$ cat src/rtl/pc_pkg.sv
// Shared definitions for the program-counter unit: op field width and next-PC op codes.
package pc_pkg;

   localparam int OP_W = 3;

   localparam logic [OP_W-1:0] PC_INC    = 3'd0;
   localparam logic [OP_W-1:0] PC_JUMP   = 3'd1;
   localparam logic [OP_W-1:0] PC_BRANCH = 3'd2;
   localparam logic [OP_W-1:0] PC_CALL   = 3'd3;
   localparam logic [OP_W-1:0] PC_RET    = 3'd4;
   localparam logic [OP_W-1:0] PC_HOLD   = 3'd5;

endpackage

$ cat src/rtl/pc_ras.sv
// Circular return-address stack: push writes above the top pointer, pop retreats it.
// A push while full overwrites the oldest entry and leaves the count saturated.
module pc_ras #(
   parameter int WIDTH     = 16,
   parameter int RAS_DEPTH = 8,
   localparam int PTR_W    = $clog2(RAS_DEPTH),
   localparam int CNT_W    = $clog2(RAS_DEPTH + 1)
) (
   input  logic             clk,
   input  logic             rst,
   input  logic             push,
   input  logic             pop,
   input  logic [WIDTH-1:0] push_data,
   output logic [WIDTH-1:0] top_data,
   output logic [CNT_W-1:0] count,
   output logic             full,
   output logic             empty
);
   import pc_pkg::*;

   logic [WIDTH-1:0] mem_q [RAS_DEPTH];
   logic [WIDTH-1:0] mem_d [RAS_DEPTH];
   logic [PTR_W-1:0] tp_q, tp_d;
   logic [PTR_W-1:0] wr_ptr;
   logic [CNT_W-1:0] count_q, count_d;

   assign full     = (count_q == CNT_W'(RAS_DEPTH));
   assign empty    = (count_q == '0);
   assign count    = count_q;
   assign top_data = mem_q[tp_q];
   assign wr_ptr   = tp_q + PTR_W'(1);

   // Pointer wrap relies on RAS_DEPTH being a power of two.
   always_comb begin
      mem_d   = mem_q;
      tp_d    = tp_q;
      count_d = count_q;
      if (push) begin
         mem_d[wr_ptr] = push_data;
         tp_d          = wr_ptr;
         if (!full) count_d = count_q + CNT_W'(1);
      end else if (pop && !empty) begin
         tp_d    = tp_q - PTR_W'(1);
         count_d = count_q - CNT_W'(1);
      end
   end

   always_ff @(posedge clk) begin
      if (!rst) begin
         tp_q    <= '0;
         count_q <= '0;
      end else begin
         tp_q    <= tp_d;
         count_q <= count_d;
      end
   end

   // Storage is deliberately left out of reset.
   always_ff @(posedge clk) begin
      mem_q <= mem_d;
   end

endmodule

$ cat src/rtl/pc_unit.sv
// Program-counter unit: next-PC mux, PC register, sticky RAS fault flags,
// with call/return addresses held in a hardware return-address stack.
module pc_unit #(
   parameter int               WIDTH        = 16,
   parameter logic [WIDTH-1:0] RESET_VECTOR = '0,
   parameter int               RAS_DEPTH    = 8
) (
   input  logic                               clk,
   input  logic                               rst,
   input  logic                               stall,
   input  logic [2:0]                         op,
   input  logic [WIDTH-1:0]                   target,
   input  logic [WIDTH-1:0]                   offset,
   input  logic                               clear_fault,
   output logic [WIDTH-1:0]                   pc,
   output logic [WIDTH-1:0]                   pc_plus_one,
   output logic [$clog2(RAS_DEPTH+1)-1:0]     ras_count,
   output logic                               ras_empty,
   output logic                               ras_full,
   output logic                               ras_overflow,
   output logic                               ras_underflow
);
   import pc_pkg::*;

   logic [WIDTH-1:0] pc_q, pc_d;
   logic             ovf_q, ovf_d;
   logic             udf_q, udf_d;
   logic             push, pop;
   logic             ovf_set, udf_set;
   logic [WIDTH-1:0] top_data;

   assign pc            = pc_q;
   assign pc_plus_one   = pc_q + WIDTH'(1);
   assign ras_overflow  = ovf_q;
   assign ras_underflow = udf_q;

   pc_ras #(
      .WIDTH     (WIDTH),
      .RAS_DEPTH (RAS_DEPTH)
   ) u_ras (
      .clk       (clk),
      .rst       (rst),
      .push      (push),
      .pop       (pop),
      .push_data (pc_plus_one),
      .top_data  (top_data),
      .count     (ras_count),
      .full      (ras_full),
      .empty     (ras_empty)
   );

   // Stall suppresses the op entirely, including fault detection.
   always_comb begin
      pc_d    = pc_q;
      push    = 1'b0;
      pop     = 1'b0;
      ovf_set = 1'b0;
      udf_set = 1'b0;
      if (!stall) begin
         case (op)
            PC_INC:    pc_d = pc_plus_one;
            PC_JUMP:   pc_d = target;
            PC_BRANCH: pc_d = pc_q + offset;
            PC_CALL: begin
               push    = 1'b1;
               ovf_set = ras_full;
               pc_d    = target;
            end
            PC_RET: begin
               if (ras_empty) begin
                  udf_set = 1'b1;
               end else begin
                  pop  = 1'b1;
                  pc_d = top_data;
               end
            end
            default:   pc_d = pc_q;
         endcase
      end
   end

   // A fault in the same cycle as clear_fault leaves the flag set.
   always_comb begin
      ovf_d = clear_fault ? 1'b0 : ovf_q;
      udf_d = clear_fault ? 1'b0 : udf_q;
      if (ovf_set) ovf_d = 1'b1;
      if (udf_set) udf_d = 1'b1;
   end

   always_ff @(posedge clk) begin
      if (!rst) begin
         pc_q  <= RESET_VECTOR;
         ovf_q <= 1'b0;
         udf_q <= 1'b0;
      end else begin
         pc_q  <= pc_d;
         ovf_q <= ovf_d;
         udf_q <= udf_d;
      end
   end

endmodule

$ cat config.mk
export PLATFORM = sky130hd
export DESIGN_NAME = pc_unit
export DESIGN_NICKNAME = d
export VERILOG_FILES = /design/src/rtl/pc_pkg.sv /design/src/rtl/pc_ras.sv /design/src/rtl/pc_unit.sv
export SDC_FILE = /design/constraint.sdc
export NUM_CORES = 1
export LEC_CHECK = 0
export CAP_MARGIN = 20
export CORE_MARGIN = 2
export CORE_UTILIZATION = 51
export CTS_CLUSTER_SIZE = 10
export DETAILED_ROUTE_END_ITERATION = 10
export GPL_TIMING_DRIVEN = 1
export PLACE_DENSITY = 0.84
export SYNTH_ARGS = -nofsm -noshare
export SYNTH_HDL_FRONTEND = slang
export SYNTH_SLANG_ARGS = --single-unit
$ cat constraint.sdc
create_clock -name clk -period 3.13 [get_ports clk]
set_input_delay 0.313 -clock clk [delete_from_list [all_inputs] [get_ports clk]]
set_output_delay 0.313 -clock clk [all_outputs]
set_load 0.02 [all_outputs]
---- Yosys cells after proc, flatten, opt, wreduce, memory -nomap -nowiden ----
Cells that the tools add are included.
word-level totals
  register bits after elaboration ......... 153
  logic and storage cells ................. 70
  output and inout port bits .............. 40
cells by class
  equality and inequality tests ........... 7
  add/sub/neg operators ................... 6
  muxes and demuxes ....................... 26
  magnitude comparators ................... 3
  bitwise operators ....................... 3
  reductions and logical operators ........ 12
operators with widths
  cell                                                                   count
  128-bit bitwise mux                                                    1
  16-bit 2-to-1 mux                                                      4
  16-bit one-hot mux with 4 select lines                                 1
  16-bit binary-select mux with 3-bit select                             1
  16-bit demux with 3-bit select                                         1
  16-bit by 1-bit adder with 16-bit output (second input constant)       1
  16-bit adder                                                           1
  1-bit 2-to-1 mux                                                       13
  4-bit 2-to-1 mux                                                       3
  4-bit greater-or-equal comparator (second input constant)              2
  3-bit NOT with 4-bit output                                            2
  3-bit by 2-bit == test with 1-bit output (second input constant)       2
  3-bit 2-to-1 mux                                                       2
  2-bit nonzero test                                                     3
  4-bit by 1-bit adder with 4-bit output (second input constant)         1
  4-bit == test (second input constant)                                  1
  4-bit zero test                                                        1
  4-bit by 1-bit < comparator with 1-bit output (second input constant)  1
  2-bit != test (second input constant)                                  2
  4-bit nonzero test                                                     1
  4-bit by 1-bit subtractor with 4-bit output (second input constant)    1
  3-bit by 1-bit adder with 3-bit output (second input constant)         1
  3-bit by 1-bit == test with 1-bit output (second input constant)       1
  3-bit == test (second input constant)                                  1
  other kinds (8)                                                        9

---- Depth between registers and ports, before layout ----
Gate-level depths: netlist of run 1.
  word-level depth ........................ 7
  gate-level depth with buffers ........... 11

---- Modules after synthesis ----
A second synthesis of run 1 with hierarchy kept.
unflattened totals
  cells, all modules ...................... 531
  area total of the unflattened synthesis .. 7,519.7 sq um
by module, submodules not included
  module   cells an instance  instances  sequential area each (sq um)  area an instance (sq um)
  pc_ras   248                1          3,983.8                       5,390.2
  pc_unit  283                1          360.3                         2,129.5

---- Least setup slack after synthesis of run 1 ----
OpenSTA, ideal clock, no wires.
  path kind ............................... reg2reg
  start ................................... register u_ras.tp_q[1] (netlist name)
  end ..................................... register u_ras.mem_q[100] (netlist bit), enable pin
  library setup time ...................... 409 ps
  buffers on the path ..................... 2
  arrival time ............................ 2,503 ps
  required time ........................... 2,721 ps
  cell stages (with the launch flop) ...... 7
  slack ................................... 218 ps
  period minus slack after synthesis ...... 2,912 ps
  cells stage by stage .................... dfxtp_1 buf_2 buf_1 inv_1 ha_1 nand2b_1 nor3_1
RTL lines
  what                  line          source
  to (signal assigned)  pc_ras.sv:60  mem_q <= mem_d;
  to (decl)             pc_ras.sv:21  logic [WIDTH-1:0] mem_q [RAS_DEPTH];

---- Worst setup path after layout of run 1 ----
  start ................................... register pc_q[0] (netlist: pc[0])
  end ..................................... output pc_plus_one[9]
between the ends
  longest elaborated chain between the ends .. 1
RTL lines
  what                                      line           source
  from (decl)                               pc_unit.sv:25  logic [WIDTH-1:0] pc_q, pc_d;
  from (signal assigned)                    pc_unit.sv:96  pc_q <= pc_d;
  16-bit by 1-bit adder with 16-bit output  pc_unit.sv:33  assign pc_plus_one = pc_q + WIDTH'(1);
  to (decl)                                 pc_unit.sv:16  output logic [WIDTH-1:0] pc_plus_one,
No other way between the ends.

==> results.sh, run 1 <==
export IMPL_fin_crit_ns=3.00
export IMPL_core_area_sq_mm=0.0144
export IMPL_ios=79
export IMPL_ir_worst_vdd_uv=418
export IMPL_crit_chain="clkinvlp_4 > nor2_4 > nand3_1 > xnor2_1 > clkdlybuf4s50_1"
export IMPL_routabilityCongestion=0.939
export IMPL_hpwl_microns=13700
export IMPL_start_kind="flip-flop"
export IMPL_grt_pass1_vias=5589
export IMPL_clock_sinks=153
export IMPL_fillers=998
export IMPL_wire_per_inst_microns=23.4
export IMPL_critPathKind="flip-flop to primary output"
export IMPL_tns_ns=0
export IMPL_p_leak_uw=0.00332
export IMPL_synth_async_reset_ratio_pct=0
export IMPL_clock_skew_ns=0.00821
export IMPL_portBuffers=78
export IMPL_synth_top_cell_area_share_pct=51.3
export IMPL_num_rows=44
export IMPL_crit_required_ns=2.82
export IMPL_slowest_stage="clkdlybuf4s50_1"
export IMPL_synthFlopType="edfxtp_1"
export IMPL_cts_buffers_inserted=17
export IMPL_power_density_mw_per_mm2=560
export IMPL_min_delay_path_class="flip-flop to flip-flop"
export IMPL_cp_slowest_stage_delay_ns=0.70
export IMPL_start_util_pct=51.9
export IMPL_slew_viol_final=0
export IMPL_grt_total_usage_pct=26.3
export IMPL_ys_ff_latch=153
export IMPL_multiInputGateArea_sq_mm=0.00304
export IMPL_worstMarginPinSlew_ns=0.945
export IMPL_grt_overflow=0
export IMPL_whs_ns=0.508
export IMPL_crit_family="buffers and inverters"
export IMPL_die_h_microns=125
export IMPL_cp_end_kind="primary output"
export IMPL_drv_cap=0
export IMPL_final_cells=861
export IMPL_rsz0062_at_grt="false"
export IMPL_avgViaCountPerCell=6.25
export IMPL_clock_latency_ns=0.43
export IMPL_cts_tree="done"
export IMPL_syn_cell_area_sq_mm=0.00749
export IMPL_synthTopCellsByArea="edfxtp_1 (51%), mux4_2 (9.6%), dfxtp_1 (6.7%)"
export IMPL_arrival_ns=2.69
export IMPL_placed_cells=827
export IMPL_synth_edff_count=128
export IMPL_timing_slew_headroom_pct=36.6
export IMPL_cts_buffer_depth=2
export IMPL_dieWidth_microns=125
export IMPL_firstDrtPassIters=5
export IMPL_max_freq_ghz=0.333
export IMPL_syn_to_final_growth_pct=26.8
export IMPL_antenna_cells=0
export IMPL_period_share_pct=95.8
export IMPL_dr_total_vias=5377
export IMPL_synthCells=542
export IMPL_layout_drive_gt1_share_pct=20.7
export IMPL_grt_pass1_wl_microns=31100
export IMPL_root_buffer="clkbuf_16"
export IMPL_antenna_found_initial=0
export IMPL_crit_path_max_fanout=6
export IMPL_ys_types=66
export IMPL_yosys_area_top_type="edfxtp_1"
export IMPL_grt_max_degree=27
export IMPL_routed_wl_microns=20100
export IMPL_seq_area_sq_mm=0.00435
export IMPL_die_area_sq_mm=0.0157
export IMPL_nets=725
export IMPL_h_tree_depth=4
export IMPL_status="finished, final reports clean"
export IMPL_ys_seq_area_share_pct=58.0
export IMPL_drc=0
export IMPL_yosys_warnings=0
export IMPL_ant_nets=0
export IMPL_clk_pin_slew_worst_paths_ns=0.06
export IMPL_drt_iter0_drc=588
export IMPL_synthesis_nets=603
export IMPL_timing_final_hold_violations=0
export IMPL_critical_path_buf_inv_count=2
export IMPL_syn_area_per_cell_sq_um=13.8
export IMPL_setup_violations=0
cell families after synthesis:
kind of cell	synth area share [%]
AOI/OAI and AO/OA	11.2
buffers and inverters	2.22
xor gates and xnor gates	3.84
DFF	58.0
and+or+nand+nor	8.87
adders and majority gates	4.14
muxes	11.8
synth_stat cells, types with 8 or more instances:
cell type    n
o21ai_1      9
nor2_1      28
nand3_1     14
o21ai_0     14
mux4_2      32
xnor2_1     23
edfxtp_1   128
mux2i_1     16
buf_2       10
ha_1        20
nor3_1      10
inv_1       12
xor2_1       8
a21oi_1     46
nand2_1     26
dfxtp_1     25
report_power, final:
group          switching [uW]  internal [uW]
combinational             398            325
sequential               39.6           2250
clock                     814           1490
total                    1250           4070
per-layer routing:
metal	up-vias	routed length (microns)	part of all wire (%)	global-route usage, %
met3	53	1660	8.2	4.96
met2	323	9810	49	42.9
met4	0	691	3.4	13.0
met1	2637	7950	40	34.0
li1	2364	-	-	-
met5	-	0	0	0
path summary, 6_finish.rpt:
path         cells past startpoint    startpoint  slack [ns]              to
min reg2reg                      2  ras_overflow        0.51    ras_overflow
max                              5         pc[0]        0.13  pc_plus_one[9]
min                              2  ras_overflow        0.51    ras_overflow
max reg2reg                     10         pc[0]        0.49          pc[14]
cells in the final DEF (no fill, tap or decap), types with 4 or more instances in the layout:
master / Yosys / layout
nor2_1: 28 / 28
and3_1: 5 / 4
bufinv_16: 0 / 6
nand3_1: 14 / 14
nor3_2: 1 / 5
o21ai_1: 9 / 9
mux2i_1: 16 / 16
xnor2_1: 23 / 21
nor3_1: 10 / 6
mux4_2: 32 / 32
and2_1: 7 / 7
xor2_1: 8 / 7
edfxtp_1: 128 / 128
nand4_1: 4 / 4
dfxtp_1: 25 / 24
ha_1: 20 / 20
clkdlybuf4s50_1: 0 / 77
o21a_1: 4 / 4
a221oi_1: 5 / 5
a211oi_1: 5 / 5
a21boi_1: 4 / 4
nor2b_1: 4 / 4
o221ai_1: 5 / 5
nand2_1: 26 / 26
a21o_1: 7 / 7
o21ai_0: 14 / 14
buf_4: 4 / 46
a21oi_1: 46 / 46
inv_1: 12 / 11
clkbuf_16: 0 / 17
flip-flops by register name (all words and copies together), names as in the netlist:
register / cells
ras_underflow: 1
u_ras.tp_q: 3
u_ras.mem_q: 128
ras_overflow: 1
pc: 16
u_ras.count: 4
tightest hold or removal path, stage by stage (launching register included):
cell and delay (ns):
dfxtp_1 0.31, nand2b_1 0.06, a21boi_0 0.08
through the flow:
step / worst slack (ns) / util [%] / cell area [sq um] / power, uW
after CTS: 0.00242 / 65.5 / 9450 / 5320
final: 0.130 / 65.8 / 9500 / 5320
after floorplan: 0.218 / - / 7490 / 2740
after global placement: 0.338 / 60.9 / 8780 / 3010
after detailed placement: 0.293 / 60.9 / 8780 / 3030
after global routing: 0.00448 / 65.8 / 9500 / 5480
final cells by class:
type | instances | share of cell area, %
multi-input combinational | 352 | 32.0
clock inverter | 12 | 2.33
timing repair buffer | 126 | 12.3
inverter | 14 | 0.593
clock buffer | 20 | 4.60
sequential | 153 | 45.8
tap | 184 | 2.42
repair_timing:
item / 4_1_cts / 5_1_grt
endpoints found under the hold margin: 0 / 0
setup endpoints to repair: 4 / 1
hold buffers: 0 / 0
buffers inserted: 0 / 2
resized for setup: 3 / 5
(Power assumes the default switching activity.)
==> run 2: changes to the inputs <==
--- a/config.mk
+++ b/config.mk
@@ -8,6 +8,7 @@
 export CAP_MARGIN = 20
 export CORE_MARGIN = 2
 export CORE_UTILIZATION = 51
+export CTS_CLUSTER_DIAMETER = 80
 export CTS_CLUSTER_SIZE = 10
 export DETAILED_ROUTE_END_ITERATION = 10
 export GPL_TIMING_DRIVEN = 1
==> results of run 2 <==
Final layout, timing and power as in run 1 (identical DEF).
==> run 3: changes to the inputs <==
--- a/config.mk
+++ b/config.mk
@@ -5,11 +5,10 @@
 export SDC_FILE = /design/constraint.sdc
 export NUM_CORES = 1
 export LEC_CHECK = 0
-export CAP_MARGIN = 20
 export CORE_MARGIN = 2
 export CORE_UTILIZATION = 51
 export CTS_CLUSTER_DIAMETER = 80
-export CTS_CLUSTER_SIZE = 10
+export CTS_CLUSTER_SIZE = 20
 export DETAILED_ROUTE_END_ITERATION = 10
 export GPL_TIMING_DRIVEN = 1
 export PLACE_DENSITY = 0.84
==> results of run 3 <==
Final layout, timing and power as in run 1 (identical DEF).
